## src/rtl/flash_loader_pkg.sv

```systemverilog
// Shared types and constants for the boot-time flash-to-RAM copy engine.
package flash_loader_pkg;

    typedef enum logic [1:0] {
        ST_IDLE = 2'd0,
        ST_RUN  = 2'd1,
        ST_FIN  = 2'd2
    } state_e;

    localparam int FLASH_AW   = 28;
    localparam int WORD_BYTES = 4;

endpackage

```

## src/rtl/loader_fifo2.sv

```systemverilog
// Two-entry word buffer between the flash read side and the destination write side.
module loader_fifo2 (
    input  logic        clk,
    input  logic        reset,
    input  logic        push_i,
    input  logic        pop_i,
    input  logic [31:0] din_i,
    output logic [31:0] head_o,
    output logic        full_o,
    output logic        empty_o
);

    logic [31:0] mem_q [0:1];
    logic        wr_ptr_q;
    logic        rd_ptr_q;
    logic [1:0]  cnt_q;
    logic        do_push;
    logic        do_pop;

    assign do_push = push_i && (cnt_q != 2'd2);
    assign do_pop  = pop_i && (cnt_q != 2'd0);

    always_ff @(posedge clk) begin
        if (reset) begin
            mem_q[0] <= '0;
            mem_q[1] <= '0;
            wr_ptr_q <= 1'b0;
            rd_ptr_q <= 1'b0;
            cnt_q    <= 2'd0;
        end else begin
            if (do_push) begin
                mem_q[wr_ptr_q] <= din_i;
                wr_ptr_q        <= ~wr_ptr_q;
            end
            if (do_pop) begin
                rd_ptr_q <= ~rd_ptr_q;
            end
            cnt_q <= cnt_q + 2'(do_push) - 2'(do_pop);
        end
    end

    assign head_o  = mem_q[rd_ptr_q];
    assign full_o  = (cnt_q == 2'd2);
    assign empty_o = (cnt_q == 2'd0);

endmodule

```

## src/rtl/flash_loader.sv

```systemverilog
// Copies N words from QSPI flash to a destination Wishbone slave, overlapping the slow
// flash reads with destination writes through a two-word buffer.
module flash_loader
    import flash_loader_pkg::*;
#(
    parameter int DST_AW = 24,
    parameter int LEN_W  = 16
) (
    input  logic              clk,
    input  logic              reset,
    input  logic              start,
    input  logic [0:27]       src_adr,
    input  logic [DST_AW-1:0] dst_adr,
    input  logic [LEN_W-1:0]  count,
    output logic              busy,
    output logic              done,
    output logic [0:27]       f_adr_o,
    output logic              f_cyc_o,
    output logic              f_stb_o,
    output logic              f_we_o,
    output logic [3:0]        f_sel_o,
    input  logic [0:31]       f_dat_i,
    input  logic              f_ack_i,
    output logic [DST_AW-1:0] d_adr_o,
    output logic [0:31]       d_dat_o,
    output logic              d_cyc_o,
    output logic              d_stb_o,
    output logic              d_we_o,
    output logic [3:0]        d_sel_o,
    input  logic              d_ack_i
);

    state_e              state_q;
    logic [0:27]         src_q;
    logic [DST_AW-1:0]   dst_q;
    logic [LEN_W-1:0]    rd_left_q;
    logic [LEN_W-1:0]    wr_left_q;
    logic                busy_q;
    logic                done_q;
    logic                f_stb_q;
    logic                d_stb_q;

    logic                f_ack_ok;
    logic                d_ack_ok;
    logic                rd_issue;
    logic                wr_issue;
    logic [31:0]         fifo_head;
    logic                fifo_full;
    logic                fifo_empty;

    // Acks arriving without an outstanding strobe (e.g. a late ack after reset) are dropped here.
    assign f_ack_ok = f_stb_q && f_ack_i;
    assign d_ack_ok = d_stb_q && d_ack_i;
    assign rd_issue = (state_q == ST_RUN) && !f_stb_q && (rd_left_q != '0) && !fifo_full;
    assign wr_issue = (state_q == ST_RUN) && !d_stb_q && !fifo_empty;

    loader_fifo2 u_fifo (
        .clk     (clk),
        .reset   (reset),
        .push_i  (f_ack_ok),
        .pop_i   (d_ack_ok),
        .din_i   (f_dat_i),
        .head_o  (fifo_head),
        .full_o  (fifo_full),
        .empty_o (fifo_empty)
    );

    always_ff @(posedge clk) begin
        if (reset) begin
            state_q   <= ST_IDLE;
            src_q     <= '0;
            dst_q     <= '0;
            rd_left_q <= '0;
            wr_left_q <= '0;
            busy_q    <= 1'b0;
            done_q    <= 1'b0;
            f_stb_q   <= 1'b0;
            d_stb_q   <= 1'b0;
        end else begin
            case (state_q)
                ST_IDLE: begin
                    done_q <= 1'b0;
                    if (start) begin
                        src_q     <= src_adr & ~28'h3;
                        dst_q     <= dst_adr & ~DST_AW'(3);
                        rd_left_q <= count;
                        wr_left_q <= count;
                        if (count == '0) begin
                            state_q <= ST_FIN;
                            done_q  <= 1'b1;
                        end else begin
                            state_q <= ST_RUN;
                            busy_q  <= 1'b1;
                        end
                    end
                end
                ST_RUN: begin
                    if (rd_issue) begin
                        f_stb_q <= 1'b1;
                    end else if (f_ack_ok) begin
                        f_stb_q   <= 1'b0;
                        src_q     <= src_q + 28'(WORD_BYTES);
                        rd_left_q <= rd_left_q - 1'b1;
                    end
                    if (wr_issue) begin
                        d_stb_q <= 1'b1;
                    end else if (d_ack_ok) begin
                        d_stb_q   <= 1'b0;
                        dst_q     <= dst_q + DST_AW'(WORD_BYTES);
                        wr_left_q <= wr_left_q - 1'b1;
                        if (wr_left_q == LEN_W'(1)) begin
                            state_q <= ST_FIN;
                            busy_q  <= 1'b0;
                            done_q  <= 1'b1;
                        end
                    end
                end
                ST_FIN: begin
                    done_q  <= 1'b0;
                    state_q <= ST_IDLE;
                end
                default: begin
                    state_q <= ST_IDLE;
                end
            endcase
        end
    end

    assign busy    = busy_q;
    assign done    = done_q;
    assign f_adr_o = src_q;
    assign f_cyc_o = f_stb_q;
    assign f_stb_o = f_stb_q;
    assign f_we_o  = 1'b0;
    assign f_sel_o = 4'b1111;
    assign d_adr_o = dst_q;
    assign d_dat_o = fifo_head;
    assign d_cyc_o = d_stb_q;
    assign d_stb_o = d_stb_q;
    assign d_we_o  = d_stb_q;
    assign d_sel_o = 4'b1111;

endmodule
```

## config.mk

```make
export PLATFORM = sky130hd
export DESIGN_NAME = flash_loader
export DESIGN_NICKNAME = d
export VERILOG_FILES = /design/src/rtl/flash_loader_pkg.sv /design/src/rtl/loader_fifo2.sv /design/src/rtl/flash_loader.sv
export SDC_FILE = /design/constraint.sdc
export NUM_CORES = 1
export LEC_CHECK = 0
export CAP_MARGIN = 5
export CORE_MARGIN = 3
export CORE_UTILIZATION = 46
export DETAILED_ROUTE_END_ITERATION = 16
export PLACE_DENSITY_LB_ADDON = 0.15
export SYNTH_ARGS = -nofsm -noshare
export SYNTH_HDL_FRONTEND = slang
export SYNTH_SLANG_ARGS = --single-unit
```

## constraint.sdc

```tcl
create_clock -name clk -period 4 [get_ports clk]
set_input_delay 0.8 -clock clk [delete_from_list [all_inputs] [get_ports clk]]
set_output_delay 0.8 -clock clk [all_outputs]
set_load 0.05 [all_outputs]
```

==> qor.yml <==
ys_ff_latch: 155
io_buffers: 187
hold_violations: 0
nets: 1207
cts_tree: "yes"
viasPerCell: 6.02
cp-end-kind: "output port"
mostFrequentLayoutCell: "clkdlybuf4s50_1"
criticalPathCategory: "reg2out"
syn_avg_cell_area_um2: 9.25
finClkSkew_ns: 0.00950
multi_input_area_um2: 4520
antenna_found_initial: 0
power-per-cell-area_nw_per_um2: 705
fmax_ghz: 0.331
syn_area_um2: 8700
clk_latency_ns: 0.43
critPathCapture: "d_dat_o[15]"
core_um2: 18300
cts_max_path_buffers: 2
ir_drop_v: 0.000497
crit-reg2reg-launch: "state_q[1]"
rows: 49
seq_area_um2: 3740
r2r_cells: 7
reg2reg_setup_slack_ns: 1.52
grt-ovfl-total: 0
worst_slack_ns: 0.979
post-route-min-period_ns: 3.02
grt_max_degree: 69
crit_path_max_fanout: 32
cap_viol_max_count: 0
cp.required_ns: 3.20
hold_buffers: 0
status: "completed"
worst_pin_slew_ns: 0.890
rsz0062_at_grt: "no"
grt_pass1_wl_um: 38500
dp_slack_ns: 0.920
final_layout_size_suffix_gt1_share_pct: 9.32
num_vias: 8036
final.setup.tns_ns: 0
cts_setup_buffers: 0
setup_viol: 0
dr.pass1.iters: 5
initial_core_util_pct: 47.6
cp-start-kind: "register"
dp_hpwl_um: 16700
chipWidth_um: 144
gp_congestion: 0.891
diodes: 0
synth_edf_count: 64
cts_resized: 0
ys_seq_area_share_pct: 43.0
ios: 205
drt-total-wl_um: 24400
hold_path.class: "reg2reg"
grt_pass1_vias: 7635
die_area_um2: 20600
r2r-end: "d_adr_o[8]"
most-common-layout-cells: "clkdlybuf4s50_1 (186), dfxtp_1 (91), and2_1 (69)"
numClockSinks: 155
numCtsBuffers: 17
period_share_pct: 75.5
syn_inst: 941
maxSlewViolCount: 0
maxSlewHeadroom_pct: 40.1
cp.arrival_ns: 2.22
die_height_um: 144
synth.distinct_cells: 84
p_leak_nw: 3.94
clkTransAtPathRegs_ns: 0.06
cts_root_buffer: "clkbuf_16"
cts.htree.levels: 4
ys_warn_count: 0
synthFlopType: "dfxtp_1"
antenna_left: 0
grt.total_usage_pct: 23.2
nFillCells: 1647
route.detailed.drc: 0
ys_async_sr_fraction_pct: 0
drtIter0Drc: 611
syn2layout_area_growth_pct: 28.9
wl_per_cell_um: 18.3
cells by family after synthesis:
group	count (synthesis)	synth area share (%)
AOI/OAI and AO/OA	250	19.3
xor gates and xnor gates	4	0.403
adders and majority gates	10	1.44
buffers and inverters	105	5.79
DFF	155	43.0
muxes	41	5.23
other	2	0.0863
and+or+nand+nor	374	24.8
metrics by stage:
stage	instances	instance area, um2	power [mW]	hold WS, ns	utilization (%)
2_1_floorplan	952	8740	5.12	0.428	-
3_3_place_gp	1302	10600	6.20	0.442	58.1
3_5_place_dp	1302	10600	6.24	0.450	58.1
4_1_cts	1334	11200	7.91	0.458	61.4
5_1_grt	1334	11200	8.36	0.498	61.4
6_report	1334	11200	7.91	0.455	61.4
power breakdown:
group / internal [mW] / switching, mW
Sequential: 2.05 / 0.456
Combinational: 1.31 / 2.43
Clock: 0.987 / 0.680
Total: 4.35 / 3.56
synthesized netlist by cell type, types with 7 or more instances:
| cell | n | share of area [%] |
|---|---|---|
| and4_1 | 14 | 1.4 |
| o22ai_1 | 10 | 0.72 |
| buf_2 | 9 | 0.52 |
| nor2_1 | 53 | 2.3 |
| inv_1 | 21 | 0.91 |
| nand4_1 | 22 | 1.6 |
| clkbuf_1 | 41 | 1.8 |
| o311ai_0 | 9 | 0.91 |
| edfxtp_1 | 64 | 22 |
| buf_4 | 20 | 1.7 |
| nand3_1 | 32 | 1.8 |
| buf_1 | 8 | 0.35 |
| o32ai_1 | 10 | 1.0 |
| o21ai_0 | 49 | 2.8 |
| dfxtp_1 | 91 | 21 |
| ha_1 | 10 | 1.4 |
| a31oi_1 | 25 | 1.8 |
| a211oi_1 | 13 | 1.1 |
| and3_1 | 11 | 0.79 |
| nor2b_1 | 23 | 1.7 |
| nor4_1 | 22 | 1.6 |
| and2_1 | 69 | 5.0 |
| a21oi_1 | 59 | 3.4 |
| mux2_2 | 32 | 4.1 |
| or4_1 | 11 | 0.95 |
| nand2_1 | 45 | 1.9 |
| nor3_1 | 25 | 1.4 |
| or3_1 | 9 | 0.65 |
| mux2i_1 | 7 | 0.81 |
state kept, by name, indices dropped and copies added (netlist names), 2 cells and up, named ones only:
| register | cells |
|---|---|
| u_fifo.mem_q | 64 |
| f_adr_o | 26 |
| state_q | 2 |
| wr_left_q | 16 |
| u_fifo.cnt_q | 2 |
| d_adr_o | 22 |
| rd_left_q | 16 |
worst max-delay path: stages, from the launching register on:
cell             delay (ns)
dfxtp_1                0.31
buf_4                  0.37
mux2_2                 0.38
clkdlybuf4s50_1        0.72
metal layers:
| layer | global-route usage [%] | part of all wire, % | routed length, um |
|---|---|---|---|
| met3 | 4.59 | 6.6 | 1620 |
| met2 | 38.3 | 47 | 11500 |
| met1 | 30.7 | 44 | 10800 |
| met4 | 7.53 | 1.9 | 465 |
| met5 | 0 | 0 | 0 |
worst min-delay path by stage:
stage | depth (start not counted) | endpoint | slack (ns) | startpoint
floorplan | 1 | wr_left_q[15] | 0.43 | wr_left_q[15]
global placement | 2 | busy | 0.44 | busy
detailed placement | 2 | busy | 0.45 | busy
CTS | 2 | busy | 0.46 | busy
global route | 2 | busy | 0.50 | busy
finish | 2 | busy | 0.45 | busy
area by class of cell:
| class | instances | share of cell area (%) |
|---|---|---|
| Clock inverter | 13 | 1.48 |
| Multi-Input combinational cell | 692 | 40.3 |
| Tap cell | 229 | 2.55 |
| Clock buffer | 19 | 3.86 |
| Sequential cell | 155 | 33.4 |
| Inverter | 23 | 0.769 |
| Timing Repair Buffer | 203 | 17.7 |
Note: power is estimated with default switching activity, not from simulation.
